### src/rtl/uart_rx_param_if.sv
// Purpose: bundles the serial-line inputs and received-word outputs of uart_rx_param.
// Ports: master = receiver side (takes rx_tick/rx, drives rx_dout, rx_to_fifo, frame_err,
//        parity_err, busy); slave = the line driver / word consumer (the reverse directions).
interface uart_rx_param_if #(
  parameter int DATA_BITS = 8
) ();
  logic                 rx_tick;
  logic                 rx;
  logic [DATA_BITS-1:0] rx_dout;
  logic                 rx_to_fifo;
  logic                 frame_err;
  logic                 parity_err;
  logic                 busy;

  modport master (
    input  rx_tick,
    input  rx,
    output rx_dout,
    output rx_to_fifo,
    output frame_err,
    output parity_err,
    output busy
  );

  modport slave (
    output rx_tick,
    output rx,
    input  rx_dout,
    input  rx_to_fifo,
    input  frame_err,
    input  parity_err,
    input  busy
  );
endinterface

### src/rtl/uart_rx_param.sv
// Purpose: oversampling UART receiver; frame = start, DATA_BITS (LSB first), optional parity, STOP_BITS.
// Ports: clk, rst_n (async active-low), bus (uart_rx_param_if.master: rx_tick, rx in; rx_dout,
//        rx_to_fifo, frame_err, parity_err, busy out). Optional parity bit enabled by `define UART_RX_PARITY_EN.
// Latency: rx_to_fifo pulses 1 clk after the tick sampling the last stop bit; no backpressure (word is dropped if unread).
module uart_rx_param #(
  parameter int DATA_BITS  = 8,
  parameter int OVERSAMPLE = 16,
  parameter int STOP_BITS  = 1,
  parameter int PARITY_ODD = 0
) (
  input  logic            clk,
  input  logic            rst_n,
  uart_rx_param_if.master bus
);

  localparam int OS_W = $clog2(OVERSAMPLE);
  localparam logic [OS_W-1:0] OS_MID    = OS_W'(OVERSAMPLE / 2 - 1);
  localparam logic [OS_W-1:0] OS_LAST   = OS_W'(OVERSAMPLE - 1);
  localparam logic [OS_W-1:0] OS_ONE    = OS_W'(1);
  localparam logic [3:0]      DATA_LAST = 4'(DATA_BITS - 1);
  localparam logic [3:0]      STOP_LAST = 4'(STOP_BITS - 1);

  localparam logic [2:0] ST_IDLE      = 3'd0;
  localparam logic [2:0] ST_START     = 3'd1;
  localparam logic [2:0] ST_DATA      = 3'd2;
`ifdef UART_RX_PARITY_EN
  localparam logic [2:0] ST_PARITY    = 3'd3;
  localparam logic       PAR_ODD_BIT  = (PARITY_ODD != 0);
`endif
  localparam logic [2:0] ST_STOP      = 3'd4;
  localparam logic [2:0] ST_WAIT_HIGH = 3'd5;

  logic                 rx_meta_q, rx_s_q;
  logic [2:0]           state_q, state_d;
  logic [OS_W-1:0]      os_cnt_q, os_cnt_d;
  logic [3:0]           bit_cnt_q, bit_cnt_d;
  logic [DATA_BITS-1:0] shift_q, shift_d;
  logic                 frame_pend_q, frame_pend_d;
  // Set by the last stop-bit sample; the following clk edge publishes the frame.
  logic                 done_q, done_d;
  logic [DATA_BITS-1:0] rx_dout_q, rx_dout_d;
  logic                 rx_to_fifo_q, rx_to_fifo_d;
  logic                 frame_err_q, frame_err_d;
`ifdef UART_RX_PARITY_EN
  logic                 parity_pend_q, parity_pend_d;
  logic                 parity_err_q, parity_err_d;
`endif

  always_comb begin
    state_d      = state_q;
    os_cnt_d     = os_cnt_q;
    bit_cnt_d    = bit_cnt_q;
    shift_d      = shift_q;
    frame_pend_d = frame_pend_q;
    done_d       = done_q;
    rx_dout_d    = rx_dout_q;
    rx_to_fifo_d = 1'b0;
    frame_err_d  = 1'b0;
`ifdef UART_RX_PARITY_EN
    parity_pend_d = parity_pend_q;
    parity_err_d  = 1'b0;
`endif
    if (done_q) begin
      // Completion does not wait for rx_tick.
      done_d       = 1'b0;
      rx_dout_d    = shift_q;
      rx_to_fifo_d = 1'b1;
      frame_err_d  = frame_pend_q;
      frame_pend_d = 1'b0;
`ifdef UART_RX_PARITY_EN
      parity_err_d  = parity_pend_q;
      parity_pend_d = 1'b0;
`endif
      os_cnt_d  = '0;
      bit_cnt_d = '0;
      // A bad stop bit may be a break: wait for the line to go high before hunting a start.
      state_d   = frame_pend_q ? ST_WAIT_HIGH : ST_IDLE;
    end else if (bus.rx_tick) begin
      case (state_q)
        ST_IDLE: begin
          if (!rx_s_q) begin
            state_d  = ST_START;
            os_cnt_d = '0;
          end
        end
        ST_START: begin
          if (os_cnt_q == OS_MID) begin
            os_cnt_d  = '0;
            bit_cnt_d = '0;
            state_d   = rx_s_q ? ST_IDLE : ST_DATA;
          end else begin
            os_cnt_d = os_cnt_q + OS_ONE;
          end
        end
        ST_DATA: begin
          if (os_cnt_q == OS_LAST) begin
            os_cnt_d = '0;
            shift_d  = {rx_s_q, shift_q[DATA_BITS-1:1]};
            if (bit_cnt_q == DATA_LAST) begin
              bit_cnt_d = '0;
`ifdef UART_RX_PARITY_EN
              state_d   = ST_PARITY;
`else
              state_d   = ST_STOP;
`endif
            end else begin
              bit_cnt_d = bit_cnt_q + 4'd1;
            end
          end else begin
            os_cnt_d = os_cnt_q + OS_ONE;
          end
        end
`ifdef UART_RX_PARITY_EN
        ST_PARITY: begin
          if (os_cnt_q == OS_LAST) begin
            os_cnt_d = '0;
            if (rx_s_q != ((^shift_q) ^ PAR_ODD_BIT)) parity_pend_d = 1'b1;
            state_d = ST_STOP;
          end else begin
            os_cnt_d = os_cnt_q + OS_ONE;
          end
        end
`endif
        ST_STOP: begin
          if (os_cnt_q == OS_LAST) begin
            os_cnt_d = '0;
            if (!rx_s_q) frame_pend_d = 1'b1;
            if (bit_cnt_q == STOP_LAST) begin
              bit_cnt_d = '0;
              done_d    = 1'b1;
            end else begin
              bit_cnt_d = bit_cnt_q + 4'd1;
            end
          end else begin
            os_cnt_d = os_cnt_q + OS_ONE;
          end
        end
        ST_WAIT_HIGH: begin
          if (rx_s_q) state_d = ST_IDLE;
        end
        default: state_d = ST_IDLE;
      endcase
    end
  end

  always_ff @(posedge clk or negedge rst_n) begin
    if (!rst_n) begin
      rx_meta_q    <= 1'b1;
      rx_s_q       <= 1'b1;
      state_q      <= ST_IDLE;
      os_cnt_q     <= '0;
      bit_cnt_q    <= '0;
      shift_q      <= '0;
      frame_pend_q <= 1'b0;
      done_q       <= 1'b0;
      rx_dout_q    <= '0;
      rx_to_fifo_q <= 1'b0;
      frame_err_q  <= 1'b0;
`ifdef UART_RX_PARITY_EN
      parity_pend_q <= 1'b0;
      parity_err_q  <= 1'b0;
`endif
    end else begin
      rx_meta_q    <= bus.rx;
      rx_s_q       <= rx_meta_q;
      state_q      <= state_d;
      os_cnt_q     <= os_cnt_d;
      bit_cnt_q    <= bit_cnt_d;
      shift_q      <= shift_d;
      frame_pend_q <= frame_pend_d;
      done_q       <= done_d;
      rx_dout_q    <= rx_dout_d;
      rx_to_fifo_q <= rx_to_fifo_d;
      frame_err_q  <= frame_err_d;
`ifdef UART_RX_PARITY_EN
      parity_pend_q <= parity_pend_d;
      parity_err_q  <= parity_err_d;
`endif
    end
  end

  assign bus.rx_dout    = rx_dout_q;
  assign bus.rx_to_fifo = rx_to_fifo_q;
  assign bus.frame_err  = frame_err_q;
`ifdef UART_RX_PARITY_EN
  assign bus.parity_err = parity_err_q;
`else
  assign bus.parity_err = 1'b0;
`endif
  assign bus.busy       = (state_q != ST_IDLE);

endmodule

### src/flat_wrapper.sv
// flat-port wrapper written by rule: the top's interface ports become plain ports
module uart_rx_param_flat 
#(
  parameter int DATA_BITS  = 8,
  parameter int OVERSAMPLE = 16,
  parameter int STOP_BITS  = 1,
  parameter int PARITY_ODD = 0
)
  (clk, rst_n, bus_rx_tick, bus_rx, bus_rx_dout, bus_rx_to_fifo, bus_frame_err, bus_parity_err, bus_busy);
  uart_rx_param_if #(.DATA_BITS(DATA_BITS)) bus_i ();
  input  logic clk;
  input  logic rst_n;
  input wire logic [$bits(bus_i.rx_tick)-1:0] bus_rx_tick;
  input wire logic [$bits(bus_i.rx)-1:0] bus_rx;
  output wire logic [$bits(bus_i.rx_dout)-1:0] bus_rx_dout;
  output wire logic [$bits(bus_i.rx_to_fifo)-1:0] bus_rx_to_fifo;
  output wire logic [$bits(bus_i.frame_err)-1:0] bus_frame_err;
  output wire logic [$bits(bus_i.parity_err)-1:0] bus_parity_err;
  output wire logic [$bits(bus_i.busy)-1:0] bus_busy;
  assign bus_i.rx_tick = bus_rx_tick;
  assign bus_i.rx = bus_rx;
  assign bus_rx_dout = bus_i.rx_dout;
  assign bus_rx_to_fifo = bus_i.rx_to_fifo;
  assign bus_frame_err = bus_i.frame_err;
  assign bus_parity_err = bus_i.parity_err;
  assign bus_busy = bus_i.busy;
  uart_rx_param #(.DATA_BITS(DATA_BITS), .OVERSAMPLE(OVERSAMPLE), .STOP_BITS(STOP_BITS), .PARITY_ODD(PARITY_ODD)) u_core (.clk(clk), .rst_n(rst_n), .bus(bus_i));
endmodule
### config.mk
export PLATFORM = sky130hd
export DESIGN_NAME = uart_rx_param_flat
export DESIGN_NICKNAME = d
export VERILOG_FILES = /design/src/rtl/uart_rx_param_if.sv /design/src/rtl/uart_rx_param.sv /design/src/flat_wrapper.sv
export SDC_FILE = /design/constraint.sdc
export NUM_CORES = 1
export LEC_CHECK = 0
export ABC_CLOCK_PERIOD_IN_PS = 3400
export CAP_MARGIN = 20
export CORE_MARGIN = 3
export CORE_UTILIZATION = 60
export CTS_CLUSTER_DIAMETER = 50
export DETAILED_ROUTE_END_ITERATION = 8
export MAX_ROUTING_LAYER = met4
export PLACE_DENSITY = 0.83
export SYNTH_ARGS = -nofsm -noshare
export SYNTH_HDL_FRONTEND = slang
export SYNTH_SLANG_ARGS = --single-unit
### constraint.sdc
create_clock -name clk -period 3.4 [get_ports clk]
set_clock_uncertainty 0.05 [all_clocks]
set_input_delay 0.85 -clock clk [delete_from_list [all_inputs] [get_ports clk]]
set_output_delay 0.85 -clock clk [all_outputs]
set_load 0.02 [all_outputs]
### Word level (Yosys, flattened, before mapping)

Index checks and enable logic that the tools add are counted.

* register bits: 33

* mux-type cells: 36
* bitwise logic cells: 1
* eq/ne operators: 15
* add/sub/neg operators: 2
* reductions and logical operators: 14

Operator list (count)
* two-way mux 4 bit: 12
* two-way mux 3 bit: 8
* case mux 4 bit (3 select lines): 2
* != test 3 x 1 -> 1 bit, second input constant: 5
* case mux 3 bit (5 select lines): 1
* two-way mux 1 bit: 12
* adder 4 x 1 -> 4 bit, second input constant: 2
* == test 4 x 3 -> 1 bit, second input constant: 2
* AND reduction 4 bit: 2
* nonzero test 4 bit: 2
* AND reduction 7 bit: 1
* == test 3 bit, second input constant: 2
* nonzero test 2 bit: 3
* AND reduction 5 bit: 1
* == test 4 bit, second input constant: 1
* logical NOT 4 bit: 1
* == test 3 x 1 -> 1 bit, second input constant: 1
* == test 3 x 2 -> 1 bit, second input constant: 1
* logical NOT 3 bit: 1
* != test 3 bit, second input constant: 1
* AND reduction 3 bit: 1
* nonzero test 3 bit: 1
* two-way mux 2 bit: 1
* != test 2 x 1 -> 1 bit, second input constant: 1
* other kinds (3): 3

### Depth between registers and ports, before layout

* depth in word-level cells: 6
* gate-level depth with buffers: 6
* depth with buffers taken out: 6

### Worst setup path after synthesis

Ideal clock, no wire load.

* path type: input to register
* start: in bus_rx_tick
* end: reg u_core.shift_q[0]
* required time: 3.225 ns
* setup slack: 1.343 ns
* path buffers: 0
* stages: 4
* arrival: 1.883 ns
* path through: and3_1 > nand2_1 > nor3_4 > mux2_2

* longest elaborated chain between the ends: 1

Ends and longest elaborated chain
* start: declaration: line flat_wrapper.sv:13 `input wire logic [$bits(bus_i.rx_tick)-1:0] bus_rx_tick;`
* AND reduction 4 bit (no line)
* end signal: assignment: line uart_rx_param.sv:169 `shift_q <= shift_d;`
* end: declaration: line uart_rx_param.sv:37 `logic [DATA_BITS-1:0] shift_q, shift_d;`

Every way passes these cells.
A chain may end at the register's enable or synchronous reset.

### Final worst setup path

* start: reg u_core.state_q[0]
* end: out bus_busy

* longest elaborated chain between the ends: 1

Ends and longest elaborated chain
* start: declaration: line uart_rx_param.sv:34 `logic [2:0] state_q, state_d;`
* start signal: assignment: line uart_rx_param.sv:166 `state_q <= state_d;`
* nonzero test 3 bit: line uart_rx_param.sv:190 `assign bus.busy = (state_q != ST_IDLE);`
* end: declaration: line flat_wrapper.sv:19 `output wire logic [$bits(bus_i.busy)-1:0] bus_busy;`

Every way passes these cells.

==> results.ini <==
[global_routing]
grt_pass1_vias=1238
grt_max_degree=34
grt_pass1_wl_microns=5658
grt_overflow=0
globalRouteTotalUtil_pct=22.30
antenna_found_initial=0

[clocking]
clkLatencyLatePin_ns=0.33
root_buffer=clkbuf_4
cts_made_buffers=5
cts.repair.resized=0
cts.path.max_buffers=2
cts.clk_slew.worst_paths_ns=0.09
cts_sinks=33
cts_setup_buffers=0
cts_hold_buf=0
cts_htree_levels=2
cts_tree=yes

[sta]
final.period_utilization_pct=82.37
setup_viol=0
min_period_ns=2.800
fmax_ghz=0.3571
drv_slew=0
tightest_slew_ns=0.7960
finalHoldViolCount=0
fin_tns_setup_ns=0
rsz0062_at_grt=false
slew_headroom_pct=46.93
finalWorstSetupSlack_ns=0.5995

[logic_synthesis]
synthSimpleGateAreaFrac_pct=19.04
avgSynthCellArea_sq_um=11.31
synth_fa_ha_area_share_pct=2.257
synthesis.area_sq_mm=0.001663
synthMuxAreaShare_pct=10.84
synthFlopType=dfrtp_1
async_flop_share_pct=100.0
yosysMostFrequentCell=dfrtp_1
ys_warn_count=0
synth_compound_area_share_pct=13.17
ys_ff_latch=33
synth_nets=154
synth_top_family_by_area=simple AND/OR/NAND/NOR gates
yosys.area_share.xor_xnor_pct=1.053
synth_top_cells_by_count=dfrtp_1, mux2_2, o21ai_0
syn_inst=147
synth_cell_types=47
synth_enable_flop_cells=0
synth.largest_area_cell=dfrtp_1
yosys.area.top_type_share_pct=46.65
synth_area_leaders=dfrtp_1, mux2_2, dfstp_2, o21ai_0, ha_1
yosysSeqAreaShare_pct=49.81

[floorplan]
die_area_sq_mm=0.003439
core_area_sq_mm=0.002545
dieWidth_microns=58.65
ioPinCount=16
start_util_pct=65.34
placementRows=18
die_height_microns=58.65

[layout]
fin_util_pct=74.48
n_antenna_cell=0
fin_nets=169
area_growth_pct=14.00
drive_gt1_share_pct=18.40

[pwr]
max-vdd-ir-drop_mv=0.5184
leakage_nw=0.8329
power_mw=0.9697
pwr_density_cell_mw_per_mm2=511.6

[job]
cap_violations=0

[route]
dr.first_iter.drc_count=84
vias=1274
vias_per_cell=6.601
drc=0
antenna_left=0
dr.pass1.iters=4
avgRoutedWirePerCell_microns=17.30
drt_wl_total_microns=3339

[placed_design]
dp_hpwl_microns=2273
place.gp.congestion=0.9009
portBuffers=14
dp_worst_setup_slack_ns=0.5745

[setup_path]
cp-end-kind=output pin
worstPathMaxFanout=17
worstPathArrival_ns=1.90
start_kind=flop
setup.worst_path.class=flop to output pin
required_ns=2.50

[worst_hold_path]
hold_class=flop to flop

[run_status]
status=finished, final reports clean

[layer usage]
metal	track usage [%]	routed length [microns]	share of wire, %	vias up
li1	-	-	-	578
met1	26.85	1369	41	652
met2	36.36	1768	53	40
met3	7.018	180	5.4	4
met4	6.149	21	0.63	0
met5	-	0	0	-
[logic make-up after synthesis]
logic type,Yosys count
flip-flops,33
other,1
AND/OR/NAND/NOR,49
XOR/XNOR,2
buffers and inverters,13
AO/OA/AOI/OAI,30
adder cells (fa/ha/maj),3
multiplexers,16
[through the flow]
step | cell area [sq um] | instances | hold slack [ns]
after floorplan | 1663 | 147 | 0.2952
after global placement | 1810 | 185 | 0.2966
after detailed placement | 1810 | 185 | 0.2988
after CTS | 1896 | 193 | 0.3130
after global routing | 1896 | 193 | 0.3147
final | 1896 | 193 | 0.3113
[path summary, 6_finish.rpt]
| path | from | endpoint | slack, ns | cells after the start |
|---|---|---|---|---|
| setup reg to reg | u_core.state_q[1] | u_core.shift_q[0] | 1.28 | 3 |
| hold / removal | u_core.rx_meta_q | u_core.rx_s_q | 0.31 | 0 |
| min in group asynchronous | rst_n | u_core.bit_cnt_q[1] | 0.85 | 2 |
| max in group asynchronous | rst_n | u_core.rx_meta_q | 2.11 | 2 |
| hold reg to reg | u_core.rx_meta_q | u_core.rx_s_q | 0.31 | 0 |
| setup / recovery | u_core.state_q[0] | bus_busy | 0.60 | 2 |
[worst max-delay path: stages, from the launching register on]
cell	delay, ns
dfrtp_1	0.57
or3_1	0.45
clkdlybuf4s50_1	0.55
[cell usage in the layout (no fill, tap or decap), types with 2 or more instances in the layout]
master           Yosys  routed
or3_1                6       6
clkdlybuf4s50_1      0      14
o21ai_0              8       8
nand3_1              4       4
nand4_1              4       4
and2_1               3       3
and3_1               2       2
nand3b_1             2       2
clkbuf_4             0       5
nor2_1               6       6
dfstp_2              2       2
o31ai_1              2       2
and3b_1              2       2
nor3_1               2       2
or3b_1               3       3
dfrtp_1             31      31
nor4bb_1             2       2
nand2_1              5       5
o211ai_1             2       2
a21oi_1              3       3
mux2_2              16      16
ha_1                 3       3
o32ai_1              2       2
a31oi_1              2       2
nor4b_1              2       2
inv_1                6       6
[layout make-up]
cell class	instances	area, sq um
clock buffers	7	55.05
inverters	6	22.52
clock inverters	1	30.03
flip-flops and latches	33	828.3
well taps	30	37.54
repair buffers	15	147.6
multi-input cells	101	774.5
fillers	183	649.4
[state kept, by name, summed over array words and instances (netlist names), 3 cells and up]
signal / flops
u_core.shift_q: 8
u_core.bit_cnt_q: 4
u_core.os_cnt_q: 4
u_core.bus.rx_dout: 8
u_core.state_q: 3
[where the power goes]
| group | internal [mW] | leakage [nW] | switching, mW |
|---|---|---|---|
| logic | 0.0824 | 0.363 | 0.0981 |
| registers | 0.434 | 0.424 | 0.0513 |
| clock network | 0.176 | 0.0455 | 0.128 |
| total | 0.692 | 0.833 | 0.278 |
Note: power is estimated with default switching activity, not from simulation.
